--- src/rtl/wb_ram_tester_pkg.sv ---
// Shared types and pattern helper for the Wishbone RAM self-test engine.
package wb_ram_tester_pkg;

  typedef enum logic [1:0] {
    IDLE  = 2'd0,
    WRITE = 2'd1,
    READ  = 2'd2,
    DONE  = 2'd3
  } state_t;

  localparam int unsigned ERR_W = 16;

  // Test pattern: word address XOR seed, computed at the widest supported data width.
  function automatic logic [31:0] expected(input logic [31:0] addr, input logic [31:0] seed);
    return addr ^ seed;
  endfunction

endpackage

--- src/rtl/btn_sync.sv ---
// Raw active-low button synchroniser with press (falling input) edge detector.
module btn_sync #(
  parameter int unsigned STAGES = 2
) (
  input  logic clock,
  input  logic reset,
  input  logic btn_n,
  output logic press
);

  logic [STAGES-1:0] sync_q;
  logic              held_q;

  always_ff @(posedge clock or negedge reset) begin
    if (!reset) begin
      sync_q <= '1;
      held_q <= 1'b0;
    end else begin
      sync_q <= {sync_q[STAGES-2:0], btn_n};
      held_q <= ~sync_q[STAGES-1];
    end
  end

  assign press = ~sync_q[STAGES-1] & ~held_q;

endmodule

--- src/rtl/sseg.sv ---
// Hex nibble to active-low seven-segment decoder; seg[0] is segment a, seg[6] is g.
module sseg (
  input  logic [3:0] nibble,
  output logic [6:0] seg
);

  always_comb begin
    seg = '1;
    case (nibble)
      4'h0: seg = 7'h40;
      4'h1: seg = 7'h79;
      4'h2: seg = 7'h24;
      4'h3: seg = 7'h30;
      4'h4: seg = 7'h19;
      4'h5: seg = 7'h12;
      4'h6: seg = 7'h02;
      4'h7: seg = 7'h78;
      4'h8: seg = 7'h00;
      4'h9: seg = 7'h10;
      4'hA: seg = 7'h08;
      4'hB: seg = 7'h03;
      4'hC: seg = 7'h46;
      4'hD: seg = 7'h21;
      4'hE: seg = 7'h06;
      4'hF: seg = 7'h0E;
      default: seg = '1;
    endcase
  end

endmodule

--- src/rtl/wb_ram_tester.sv ---
// Wishbone classic RAM self-test master: write seeded pattern, read back, count mismatches.
// Optional ack timeout enabled by defining WB_RAM_TESTER_TIMEOUT_EN.
module wb_ram_tester
  import wb_ram_tester_pkg::*;
#(
  parameter int unsigned ADDR_W      = 24,
  parameter int unsigned DATA_W      = 16,
  parameter int unsigned WORDS       = 1024,
  parameter int unsigned DIGITS      = 4,
  parameter int unsigned SYNC_STAGES = 2,
  parameter int unsigned TIMEOUT     = 255
) (
  input  logic                  clock,
  input  logic                  reset,
  input  logic                  io_start_n,
  input  logic [DATA_W-1:0]     io_seed,
  input  logic                  io_disp_sel,
  output logic [ADDR_W-1:0]     wb_adr,
  output logic [DATA_W-1:0]     wb_dat_o,
  input  logic [DATA_W-1:0]     wb_dat_i,
  output logic [DATA_W/8-1:0]   wb_sel,
  output logic                  wb_we,
  output logic                  wb_cyc,
  output logic                  wb_stb,
  input  logic                  wb_ack,
  output logic [7*DIGITS-1:0]   hex,
  output logic                  busy,
  output logic                  stall,
  output logic                  pass,
  output logic                  fail
);

  localparam int unsigned      HEX_W = 4 * DIGITS;
  localparam logic [ADDR_W-1:0] LAST = ADDR_W'(WORDS - 1);

  if (DATA_W % 4 != 0 || DATA_W < 8 || DATA_W > 32 || DIGITS < 1 || DIGITS > 8 ||
      SYNC_STAGES < 2 || WORDS < 1 || TIMEOUT < 1) begin : g_bad_params
    $error("wb_ram_tester: illegal parameter combination");
  end

  function automatic logic [DATA_W-1:0] pattern(input logic [ADDR_W-1:0] a,
                                                 input logic [DATA_W-1:0] s);
    logic [63:0] a_ext;
    logic [31:0] p;
    a_ext = 64'(a);
    p     = expected(a_ext[31:0], 32'(s));
    return p[DATA_W-1:0];
  endfunction

  state_t            state;
  logic [DATA_W-1:0] seed;
  logic [ERR_W-1:0]  err;
  logic [ERR_W-1:0]  err_next;
  logic [ADDR_W-1:0] first_fail;
  logic              start_evt;
  logic              xfer_done;
  logic              mismatch;
  logic              at_last;
  logic [HEX_W-1:0]  disp;

  btn_sync #(.STAGES(SYNC_STAGES)) u_start_sync (
    .clock (clock),
    .reset (reset),
    .btn_n (io_start_n),
    .press (start_evt)
  );

  assign xfer_done = wb_stb && wb_ack;
  assign mismatch  = (wb_dat_i != pattern(wb_adr, seed));
  assign at_last   = (wb_adr == LAST);

  always_comb begin
    err_next = err;
    if (state == READ && xfer_done && mismatch && err != '1)
      err_next = err + 1'b1;
  end

`ifdef WB_RAM_TESTER_TIMEOUT_EN
  localparam int unsigned WAIT_W = ($clog2(TIMEOUT + 1) > 8) ? $clog2(TIMEOUT + 1) : 8;

  logic [WAIT_W-1:0] wait_cnt;
  logic              timeout_hit;

  // Every ack ends a strobe, so clearing on ack restarts the count for the next one.
  always_ff @(posedge clock or negedge reset) begin
    if (!reset)
      wait_cnt <= '0;
    else if (!wb_stb || wb_ack)
      wait_cnt <= '0;
    else
      wait_cnt <= wait_cnt + 1'b1;
  end

  assign timeout_hit = wb_stb && !wb_ack && (wait_cnt == WAIT_W'(TIMEOUT - 1));
`endif

  always_ff @(posedge clock or negedge reset) begin
    if (!reset) begin
      state      <= IDLE;
      seed       <= '0;
      err        <= '0;
      first_fail <= '0;
      wb_adr     <= '0;
      wb_dat_o   <= '0;
      wb_we      <= 1'b0;
      wb_cyc     <= 1'b0;
      wb_stb     <= 1'b0;
      pass       <= 1'b0;
      fail       <= 1'b0;
    end else begin
`ifdef WB_RAM_TESTER_TIMEOUT_EN
      if (timeout_hit) begin
        state      <= DONE;
        wb_cyc     <= 1'b0;
        wb_stb     <= 1'b0;
        wb_we      <= 1'b0;
        err        <= '1;
        first_fail <= wb_adr;
        pass       <= 1'b0;
        fail       <= 1'b1;
      end else
`endif
      case (state)
        IDLE, DONE: begin
          if (start_evt) begin
            state      <= WRITE;
            seed       <= io_seed;
            wb_adr     <= '0;
            wb_dat_o   <= pattern('0, io_seed);
            err        <= '0;
            first_fail <= '0;
            pass       <= 1'b0;
            fail       <= 1'b0;
            wb_cyc     <= 1'b1;
            wb_stb     <= 1'b1;
            wb_we      <= 1'b1;
          end
        end
        WRITE: begin
          if (xfer_done) begin
            if (at_last) begin
              state    <= READ;
              wb_adr   <= '0;
              wb_dat_o <= '0;
              wb_we    <= 1'b0;
            end else begin
              wb_adr   <= wb_adr + 1'b1;
              wb_dat_o <= pattern(wb_adr + 1'b1, seed);
            end
          end
        end
        READ: begin
          if (xfer_done) begin
            err <= err_next;
            if (mismatch && err == '0)
              first_fail <= wb_adr;
            if (at_last) begin
              state  <= DONE;
              wb_cyc <= 1'b0;
              wb_stb <= 1'b0;
              pass   <= (err_next == '0);
              fail   <= (err_next != '0);
            end else begin
              wb_adr <= wb_adr + 1'b1;
            end
          end
        end
        default: state <= IDLE;
      endcase
    end
  end

  assign wb_sel = '1;
  assign busy   = (state == WRITE) || (state == READ);
  assign stall  = wb_stb && !wb_ack;

  always_comb begin
    disp = HEX_W'(io_disp_sel ? 64'(first_fail) : 64'(err));
  end

  for (genvar i = 0; i < DIGITS; i++) begin : g_digit
    sseg u_sseg (
      .nibble (disp[4*i +: 4]),
      .seg    (hex[7*i +: 7])
    );
  end

endmodule

--- config.mk ---
export PLATFORM = sky130hd
export DESIGN_NAME = wb_ram_tester
export DESIGN_NICKNAME = d
export VERILOG_FILES = /design/src/rtl/wb_ram_tester_pkg.sv /design/src/rtl/btn_sync.sv /design/src/rtl/sseg.sv /design/src/rtl/wb_ram_tester.sv
export SDC_FILE = /design/constraint.sdc
export NUM_CORES = 1
export LEC_CHECK = 0
export CAP_MARGIN = 20
export CORE_ASPECT_RATIO = 2
export CORE_MARGIN = 2
export CORE_UTILIZATION = 35
export CTS_CLUSTER_DIAMETER = 80
export DETAILED_ROUTE_END_ITERATION = 10
export HOLD_SLACK_MARGIN = 0.1
export PLACE_DENSITY = 0.66
export SKIP_CTS_REPAIR_TIMING = 1
export SLEW_MARGIN = 20
export SYNTH_ARGS = -nofsm -noshare
export SYNTH_HDL_FRONTEND = slang
export SYNTH_SLANG_ARGS = --single-unit
--- constraint.sdc ---
create_clock -name clock -period 2.9 [get_ports clock]
set_input_delay 0.29 -clock clock [delete_from_list [all_inputs] [get_ports clock]]
set_output_delay 0.29 -clock clock [all_outputs]
set_load 0.05 [all_outputs]
[Yosys cells after proc, flatten, opt, wreduce, memory -nomap -nowiden]
Memories as Yosys holds them, arrays and structs flattened.
Index checks and enable logic that the tools add are counted.
W data, S select, Z words.
Cells by class
  add/sub/neg operators: 2
  equality and inequality tests: 13
  muxes and demuxes: 36
  bitwise gates (word level): 5
  reductions and logical operators: 23
Operator list (number)
  $mux W16: 9
  $mux W24: 5
  $pmux W16 S2: 3
  $pmux W24 S3: 1
  $logic_not A16 Y1: 2
  $xor A16 B16 Y16: 2
  $add A24 B1 Y24 const B: 1
  $eq A24 B10 Y1 const B: 1
  $add A16 B1 Y16 const B: 1
  $ne A16 B16 Y1: 1
  $ne A16 B16 Y1 const B: 1
  $reduce_and A4 Y1: 4
  $reduce_bool A16 Y1: 1
  $ne A2 B2 Y1 const B: 6
  $mux W2: 5
  $mux W1: 8
  $pmux W1 S2: 4
  $logic_and A1 B1 Y1: 6
  $pmux W2 S3: 1
  $reduce_and A3 Y1: 2
  $reduce_and A5 Y1: 1
  $eq A2 B2 Y1 const B: 2
  $reduce_bool A2 Y1: 2
  $eq A2 B1 Y1 const B: 1
  8 further kinds: 9
Storage, ports and cells
  bits in registers: 97
  bits in read-only memories: 448
  input bits: 37
  output and inout bits: 77
  word-level logic and storage cells: 95
  memories kept: 4
Memories
  (name not given): depth 16, width 7, rd ports 1, clocked after memory_dff 0, wr ports 0, line sseg.sv:9  | case (nibble)
  (name not given): depth 16, width 7, rd ports 1, clocked after memory_dff 0, wr ports 0, line sseg.sv:9
  (name not given): depth 16, width 7, rd ports 1, clocked after memory_dff 0, wr ports 0, line sseg.sv:9
  (name not given): depth 16, width 7, rd ports 1, clocked after memory_dff 0, wr ports 0, line sseg.sv:9

[Logic depth before layout (Yosys ltp)]
Gate-level depths: netlist (run 1).
  depth after elaboration: 9
  depth in mapped cells: 11
  mapped depth without buffers: 9

[Hierarchy]
From an unflattened synthesis (run 1), not the netlist that was laid out.
Unflattened totals
  cells, all modules: 761
  area total of the unflattened synthesis: 7068.0 um^2
Modules (own cells, without submodules)
  wb_ram_tester: instances 1, cells an instance 625, area each 5885.6 um^2, seq. area each 2352.3 um^2
  sseg at g_digit[0].u_sseg ...: instances 3, cells an instance 32, area each 275.3 um^2, seq. area each 0.0 um^2
  sseg at g_digit[1].u_sseg: instances 1, cells an instance 35, area each 271.5 um^2, seq. area each 0.0 um^2
  btn_sync: instances 1, cells an instance 5, area each 85.1 um^2, seq. area each 77.6 um^2

[Worst setup path before layout (run 1)]
No wires, ideal clock.
  path type: input-to-output
  from: input port io_disp_sel
  to: output port hex[14]
  arrival time: 2.964 ns
  required time: 2.610 ns
  slack: -0.354 ns
  stages on the path: 7
  buffers on the path: 2
  path through: buf_1 -> buf_1 -> mux2i_1 -> inv_1 -> ha_1 -> nor2_1 -> a211oi_1
On the way
  cells in the longest elaborated chain, start to end: 2
Ends and longest elaborated chain
  from (decl): line wb_ram_tester.sv:17  | input logic io_disp_sel,
  $mux W16: line wb_ram_tester.sv:178  | disp = HEX_W'(io_disp_sel ? 64'(first_fail) : 64'(err));
  $mem_v2 Z16 W7
  to (decl): line wb_ram_tester.sv:26  | output logic [7*DIGITS-1:0] hex,
Every way passes these cells.

[Final worst setup path (run 1)]
  from: register wb_adr[1]
  to: register pass
On the way
  cells in the longest elaborated chain, start to end: 9
  elaborated cells between the ends (all ways): 12
  those cells by class: eq/ne: 3; mux: 4; bitwise: 1; reduce/logical: 4
Ends and longest elaborated chain
  from (decl): line wb_ram_tester.sv:18  | output logic [ADDR_W-1:0] wb_adr,
  from (signal assigned): line wb_ram_tester.sv:147  | wb_adr <= wb_adr + 1'b1;
  from (signal assigned): line wb_ram_tester.sv:164  | wb_adr <= wb_adr + 1'b1;
  $xor A16 B16 Y16: line wb_ram_tester_pkg.sv:15  | return addr ^ seed;
  $ne A16 B16 Y1: line wb_ram_tester.sv:69  | assign mismatch = (wb_dat_i != pattern(wb_adr, seed));
  $logic_and A1 B1 Y1 (2 in series): line wb_ram_tester.sv:74  | if (state == READ && xfer_done && mismatch && err != '1)
  $mux W16: line wb_ram_tester.sv:74
  $logic_not A16 Y1: line wb_ram_tester.sv:161  | pass <= (err_next == '0);
  $mux W1: line wb_ram_tester.sv:157  | if (at_last) begin
  $mux W1: line wb_ram_tester.sv:153  | if (xfer_done) begin
  $pmux W1 S2: line wb_ram_tester.sv:123  | case (state)
  to (signal assigned): line wb_ram_tester.sv:161
  to (decl): line wb_ram_tester.sv:29  | output logic pass,
Several ways; a longest one is shown, not always the timed one. The select of a mux whose other input is x is not followed.
A chain may end at the register's enable or synchronous reset.

==> results.yml, run 1 <==
run_status:
  outcome: "finished clean"
timing:
  finClkSkew_ns: 0.0163
  fin_ws_ns: 0.216
  setup_violations: 0
  tightestPinTransition_ns: 0.643
  setup_tns_ns: 0
  hold_ws_ns: 0.346
  final.min_clock_period_ns: 2.68
  final.period_utilization: 0.926
  rsz0062_at_grt: "false"
  fmax_mhz: 373
  relSlewSlack: 0.571
  drv_slew: 0
  finalHoldViolCount: 0
routing:
  vias: 6317
  drtIter0Drc: 310
  remaining_drc_errors: 0
  viasPerCell: 5.35
  ant_nets: 0
  wl_um: 21500
  post_drt_wl_per_cell_um: 18.2
  firstDrtPassIters: 4
yosys:
  yosys_warnings: 0
  synth-main-ff-cell: "dfrtp_1"
  ys_types: 57
  yosys.area.top_type: "dfrtp_1"
  async_flop_share: 1.00
  yosysSeqAreaShare: 0.359
  synth_area_mm2: 0.00678
  synth_top_area_frac: 0.351
  synth_seq_cells: 97
  synth_area_leaders: "dfrtp_1, o21ai_0, nand2_1, ha_1, xnor3_1"
  syn_inst: 784
  ys_top_cells_by_count: "nand2_1, o21ai_0, dfrtp_1"
  synth_enable_flop_cells: 0
  synth_area_per_cell_um2: 8.64
  synth.most_common_cell: "nand2_1"
power:
  power_density_mw_per_mm2: 492
  p_leak_nw: 4.07
  irDropWorstVdd_v: 0.000417
  fin_total_pwr_mw: 4.42
place:
  pre_cts_slack_ns: 0.140
  hpwl_um: 16700
  dp.cells: 1164
  port_buffers: 111
  placed_cell_area_mm2: 0.00870
  gp_congestion: 0.936
final_layout:
  fill_cells: 1863
  finalInstanceArea_mm2: 0.00899
  seq_area_mm2: 0.00243
  area_growth_pct: 32.7
  n_antenna_cell: 0
  multi_input_comb_area_mm2: 0.00408
  drive_gt1_frac: 0.154
  nets: 984
  instances_no_fill: 1181
  postLayoutCoreUtil: 0.469
critical_path:
  cp_data_arrival_time_ns: 2.97
  max_stage_delay_ns: 0.43
  worstSetupPathType: "register to register"
  r2r_start: "wb_adr[1]$_DFFE_PN0P_"
  worst_setup_path_end_kind: "register"
  required_ns: 3.19
  startpoint: "wb_adr[1]$_DFFE_PN0P_"
  cp_slowest_cell: "xnor3_1"
  crit_fanout: 7
  crit_family: "simple AND/OR/NAND/NOR gates"
  critical_path_buf_inv_count: 2
  worstPathCellList: "buf_4 -> xnor3_1 -> nand4_2 -> nor4_4 -> buf_12 -> a211oi_2 -> mux2i_1 -> nor4_2 -> and3_1 -> a32o_1"
  startpoint_type: "register"
die:
  core.rowCount: 72
  die-area_mm2: 0.0206
  coreArea_mm2: 0.0192
  die_w_um: 102
  die_h_um: 201
  start_util: 0.353
  io_pins: 114
cts:
  cts_root_buf: "clkbuf_16"
  numCtsBuffers: 9
  clk_latency_ns: 0.36
  path_clk_slew_ns: 0.08
  htreeDepth: 3
  clk_path_buf_depth: 2
  clock_sinks: 97
  cts_tree: "done"
global_route:
  grt_util_met2: 0.413
  grt_max_degree: 45
  use_met1: 0.225
  use_met3: 0.0254
  grt_pass1_wl_um: 34300
  grtUsageTotal: 0.217
  grt_pass1_vias: 6350
  overflow: 0
  top_usage_layer: "met2"
  antenna_found_initial: 0
min_path:
  hp-class: "input port to register"
  min-delay-start: "io_start_n"
flow_run:
  drv_cap: 0
-- metal layers --
metal  wire [um]  part of all wire
met2       12300              0.57
met5           0                 0
met1        7510              0.35
met3         760             0.035
met4         912             0.042
-- path summary, 6_finish.rpt --
check / depth (start not counted) / endpoint / slack [ns]
setup reg to reg: 10 / pass$_DFFE_PN0P_ / 0.22
setup / recovery: 10 / pass$_DFFE_PN0P_ / 0.22
min in group asynchronous: 2 / state[1]$_DFFE_PN0P_ / 0.48
max in group asynchronous: 3 / first_fail[8]$_DFFE_PN0P_ / 1.67
hold / removal: 1 / u_start_sync.sync_q[0]$_DFF_PN1_ / 0.35
hold reg to reg: 0 / u_start_sync.sync_q[1]$_DFF_PN1_ / 0.36
-- state kept, by name, indices dropped and copies added (netlist names) --
register,cells
wb_adr,24
err,16
pass,1
seed,16
wb_stb,1
first_fail,16
u_start_sync.held_q,1
u_start_sync.sync_q,2
wb_we,1
wb_dat_o,16
fail,1
state,2
-- layout by cell type (no fill, tap or decap), drive strengths merged, types with 5 or more instances in the layout --
master	instances
a211oi	6
a21o	6
a21oi	27
a22oi	8
a31oi	12
and2	8
and3	19
buf	92
clkbuf	9
clkdlybuf4s50	82
dfrtp	95
ha	30
inv	24
mux2i	23
nand2	139
nand2b	6
nand3	25
nand4	12
nor2	48
nor2b	11
nor3b	5
nor4	12
o21ai	113
o22ai	8
o31ai	8
xnor2	21
xnor3	16
xor2	12
-- worst reg2reg max path, cell delays in order, from the launching register on --
cell and delay [ns]:
dfrtp_1 0.39, buf_4 0.17, xnor3_1 0.43, nand4_2 0.12
nor4_4 0.36, buf_12 0.17, a211oi_2 0.07, mux2i_1 0.17
nor4_2 0.36, and3_1 0.23, a32o_1 0.16
-- cells by family (layout without fill, tap and decap cells) --
| family | after synthesis | count (layout) | share of synthesized area |
|---|---|---|---|
| AND/OR/NAND/NOR | 298 | 298 | 0.210 |
| AO/OA/AOI/OAI | 208 | 208 | 0.182 |
| flip-flops | 97 | 97 | 0.359 |
| buffers and inverters | 73 | 210 | 0.0502 |
| XOR/XNOR | 49 | 49 | 0.0958 |
| adder cells (fa/ha/maj) | 30 | 30 | 0.0554 |
| multiplexers | 28 | 28 | 0.0473 |
| other | 1 | 2 | 0.000553 |
-- report_power, final --
group / total (mW) / switching (mW) / internal [mW]
clock network: 1.18 / 0.581 / 0.600
registers: 1.52 / 0.0846 / 1.43
logic: 1.72 / 0.978 / 0.743
total: 4.42 / 1.64 / 2.78
-- area by class of cell --
cell class                 count  area share
timing repair buffer         175       0.200
tap                          259      0.0360
clock inverter                 7     0.00668
inverter                      19     0.00793
sequential                    97       0.270
clock buffer                   9      0.0250
multi-input combinational    615       0.454
(Power assumes the default switching activity.)
==> inputs of run 2 (changes only) <==
- SKIP_CTS_REPAIR_TIMING: 1 -> unset
==> results.yml, run 2 (same netlist as run 1, synthesis figures left out) <==
power:
  irDropWorstVdd_v: 0.000417
  p_leak_nw: 4.07
  fin_total_pwr_mw: 4.42
  power_density_mw_per_mm2: 492
final_layout:
  postLayoutCoreUtil: 0.469
  nets: 984
  drive_gt1_frac: 0.154
  n_antenna_cell: 0
  fill_cells: 1863
  top_register: "wb_adr"
  finalInstanceArea_mm2: 0.00899
  area_growth_pct: 32.7
  largest_reg_flops: 24
  instances_no_fill: 1181
  final_cell_mix: "nand2_1, o21ai_0, dfrtp_1"
  final_common_cell: "nand2_1"
cts:
  cts_tree: "done"
  numCtsBuffers: 9
  cts_root_buf: "clkbuf_16"
  path_clk_slew_ns: 0.08
  clk_latency_ns: 0.36
  ctsResizeCount: 0
  clk_path_buf_depth: 2
  htreeDepth: 3
  clock_sinks: 97
routing:
  wl_um: 21500
  post_drt_wl_per_cell_um: 18.2
  viasPerCell: 5.35
  ant_nets: 0
  firstDrtPassIters: 4
  remaining_drc_errors: 0
  drtIter0Drc: 310
  vias: 6320
timing:
  setup_tns_ns: 0
  finalHoldViolCount: 0
  final.min_clock_period_ns: 2.68
  hold_ws_ns: 0.346
  fin_ws_ns: 0.217
  drv_slew: 0
  fmax_mhz: 373
  relSlewSlack: 0.569
  finClkSkew_ns: 0.0163
  final.period_utilization: 0.925
  tightestPinTransition_ns: 0.644
  setup_violations: 0
  rsz0062_at_grt: "false"
min_path:
  min-delay-start: "io_start_n"
  hp-class: "input port to register"
  worst_hold_path.endpoint: "u_start_sync.sync_q[0]$_DFF_PN1_"
  hold_depth: 1
critical_path:
  critical_path_buf_inv_count: 2
  r2r_cells: 10
  cp_slowest_cell: "xnor3_1"
  worstPathCellList: "buf_4 -> xnor3_1 -> nand4_2 -> nor4_4 -> buf_12 -> a211oi_2 -> mux2i_1 -> nor4_2 -> and3_1 -> a32o_1"
  max_stage_delay_ns: 0.43
  rr_endpoint: "pass$_DFFE_PN0P_"
  crit_fanout: 7
  cp_data_arrival_time_ns: 2.97
  worst_setup_path_end_kind: "register"
  crit_family: "simple AND/OR/NAND/NOR gates"
  startpoint_type: "register"
  reg2reg_slack_ns: 0.22
  r2r_start: "wb_adr[1]$_DFFE_PN0P_"
  required_ns: 3.19
  worstSetupPathType: "register to register"
place:
  port_buffers: 111
  hpwl_um: 16700
  dp.cells: 1164
  gp_congestion: 0.936
  pre_cts_slack_ns: 0.140
  placed_cell_area_mm2: 0.00870
global_route:
  grt_pass1_vias: 6356
  grt_pass1_wl_um: 34400
  antenna_found_initial: 0
  grt_max_degree: 45
  grtUsageTotal: 0.217
  overflow: 0
die:
  die_w_um: 102
  coreArea_mm2: 0.0192
  die_h_um: 201
  start_util: 0.353
  core.rowCount: 72
  io_pins: 114
  die-area_mm2: 0.0206
run_status:
  outcome: "finished clean"
flow_run:
  drv_cap: 0
-- run 2: worst max-delay path by stage --
stage,end,startpoint,slack [ns],cells after the start
detailed placement,pass$_DFFE_PN0P_,wb_dat_i[12],0.14,10
CTS,pass$_DFFE_PN0P_,wb_adr[1]$_DFFE_PN0P_,0.24,10
finish,pass$_DFFE_PN0P_,wb_adr[1]$_DFFE_PN0P_,0.22,10
global route,wb_adr[22]$_DFFE_PN0P_,wb_adr[0]$_DFFE_PN0P_,0.11,10
global placement,pass$_DFFE_PN0P_,wb_dat_i[12],0.19,10
floorplan,hex[13],io_disp_sel,-0.01,6
-- run 2: routing by layer --
metal / routed length, um / global-route usage / vias to the layer above
li1: - / - / 3014
met1: 7500 / 0.225 / 3092
met2: 12300 / 0.414 / 168
met3: 778 / 0.0254 / 46
met4: 901 / 0.104 / 0
met5: 0 / 0 / -
-- run 2: timing repair --
action	4_1_cts	5_1_grt
setup buffers	0	0
hold buffers	1	0
hold endpoints to repair	39	0
-- run 2: layout make-up --
cell class                      count  area, um^2  area share
Clock buffer                        9         225      0.0250
Clock inverter                      7        60.1     0.00668
Tap cell                          259         324      0.0360
Inverter                           19        71.3     0.00793
Timing Repair Buffer              175        1800       0.200
Multi-Input combinational cell    615        4080       0.454
Sequential cell                    97        2430       0.270
-- run 2: report_power, final --
group / internal, mW / switching, mW
clock: 0.600 / 0.582
sequential: 1.43 / 0.0849
combinational: 0.743 / 0.978
total: 2.78 / 1.64
==> inputs of run 3 (changes only) <==
- CELL_PAD_IN_SITES_DETAIL_PLACEMENT: unset -> 1
- CELL_PAD_IN_SITES_GLOBAL_PLACEMENT: unset -> 1
- PLACE_DENSITY: 0.66 -> 0.8
==> results.yml, run 3 (same netlist as run 1, synthesis figures left out) <==
final_layout:
  area_growth_pct: 33.7
  top_register: "wb_adr"
  finalInstanceArea_mm2: 0.00906
  nets: 989
  largest_reg_flops: 24
  instances_no_fill: 1186
  drive_gt1_frac: 0.160
  final_common_cell: "nand2_1"
  final_cell_mix: "nand2_1, o21ai_0, dfrtp_1"
  fill_cells: 2229
  n_antenna_cell: 0
critical_path:
  worstSetupPathType: "register to register"
  startpoint_type: "register"
  max_stage_delay_ns: 0.50
  cp_slowest_cell: "dfrtp_1"
  crit_family: "simple AND/OR/NAND/NOR gates"
  required_ns: 3.13
  cp_data_arrival_time_ns: 2.95
  worstPathCellList: "buf_4 -> nor4_1 -> nand4_1 -> or3_1 -> nor2b_1 -> o21ai_2 -> buf_4 -> nor3_1 -> a21oi_1 -> o21ai_0"
  worst_setup_path_end_kind: "register"
  critical_path_buf_inv_count: 2
  cpMostUsedCell: "buf_4"
  crit_fanout: 12
global_route:
  top_usage_layer: "met2"
  grt_util_met2: 0.463
  use_met3: 0.0251
  antenna_found_initial: 0
  overflow: 0
  grt_max_degree: 58
  grt_pass1_vias: 7102
  grtUsageTotal: 0.250
  use_met1: 0.259
  grt_pass1_wl_um: 39400
cts:
  clk_path_buf_depth: 2
  numCtsBuffers: 9
  htreeDepth: 3
  cts_tree: "done"
  clock_sinks: 97
  cts_root_buf: "clkbuf_16"
  clk_latency_ns: 0.36
  path_clk_slew_ns: 0.07
timing:
  fmax_mhz: 368
  final.period_utilization: 0.938
  finalHoldViolCount: 0
  tightestPinTransition_ns: 0.827
  finClkSkew_ns: 0.0135
  rsz0062_at_grt: "false"
  setup_violations: 0
  final.min_clock_period_ns: 2.72
  relSlewSlack: 0.448
  drv_slew: 0
die:
  die_w_um: 102
  io_pins: 114
  core.rowCount: 72
  coreArea_mm2: 0.0192
  die_h_um: 201
  start_util: 0.353
  die-area_mm2: 0.0206
place:
  dp.cells: 1168
  port_buffers: 111
  gp_congestion: 0.943
  hpwl_um: 18600
  placed_cell_area_mm2: 0.00871
routing:
  viasPerCell: 5.61
  wl_um: 24600
  remaining_drc_errors: 0
  vias: 6659
  ant_nets: 0
  firstDrtPassIters: 4
  post_drt_wl_per_cell_um: 20.8
  drtIter0Drc: 324
flow_run:
  drv_cap: 0
min_path:
  hp-class: "input port to register"
power:
  power.internal_mw: 2.96
  p_leak_nw: 4.11
  seq_power_share: 0.328
  power_density_mw_per_mm2: 515
  combPwrFrac: 0.381
  p_sw_mw: 1.70
  irDropWorstVdd_v: 0.000394
  p_sw_frac: 0.364
  power.clock.fraction: 0.291
run_status:
  outcome: "finished clean"
## run 3: power groups by stage
stage          Combinational (mW)  Sequential, mW  Clock, mW
3_3_place_gp                 1.73            1.54          0
6_report                     1.78            1.53       1.35
2_1_floorplan               0.924            1.64          0
4_1_cts                      1.78            1.53       1.37
5_1_grt                      1.91            1.54       1.43
3_5_place_dp                 1.76            1.55          0
## run 3: path summary, 6_finish.rpt
path / startpoint / endpoint / slack, ns / cells after the start
worst max-delay path: wb_adr[10]$_DFFE_PN0P_ / wb_adr[17]$_DFFE_PN0P_ / 0.18 / 10
worst min-delay path: io_start_n / u_start_sync.sync_q[0]$_DFF_PN1_ / 0.34 / 1
worst max register to register: wb_adr[10]$_DFFE_PN0P_ / wb_adr[17]$_DFFE_PN0P_ / 0.18 / 10
worst min register to register: u_start_sync.sync_q[0]$_DFF_PN1_ / u_start_sync.sync_q[1]$_DFF_PN1_ / 0.36 / 0
max in group asynchronous: reset / seed[6]$_DFFE_PN0P_ / 1.59 / 3
min in group asynchronous: reset / wb_dat_o[12]$_DFFE_PN0P_ / 0.56 / 2
## run 3: metrics by stage
step / total power, mW / hold WS (ns) / worst slack [ns] / TNS, ns / utilization
CTS: 4.68 / 0.335 / 0.170 / 0 / 0.472
global placement: 3.27 / 0.347 / 0.190 / 0 / 0.454
global route: 4.87 / 0.344 / 0.0106 / 0 / 0.472
floorplan: 2.57 / -0.00559 / -0.0127 / -0.0483 / -
detailed placement: 3.32 / 0.347 / 0.127 / 0 / 0.454
finish: 4.66 / 0.339 / 0.181 / 0 / 0.472
## run 3: repair_timing
action,CTS,global route
setup buffers,0,1
endpoints found under the hold margin,53,0
setup endpoints to repair,0,4
resized for setup,0,2
hold buffers,1,0
## run 3: layout make-up
class / instances / area (um^2) / share of cell area
multi-input cells: 615 / 4090 / 0.451
inverters: 19 / 71.3 / 0.00787
clock inverters: 6 / 95.1 / 0.0105
well taps: 259 / 324 / 0.0358
clock buffers: 10 / 229 / 0.0253
flip-flops and latches: 97 / 2430 / 0.268
repair buffers: 180 / 1820 / 0.201
## run 3: layer usage
layer | vias up | part of all wire
li1 | 3020 | -
met1 | 3349 | 0.34
met2 | 211 | 0.56
met3 | 79 | 0.031
met4 | 0 | 0.069
met5 | - | 0
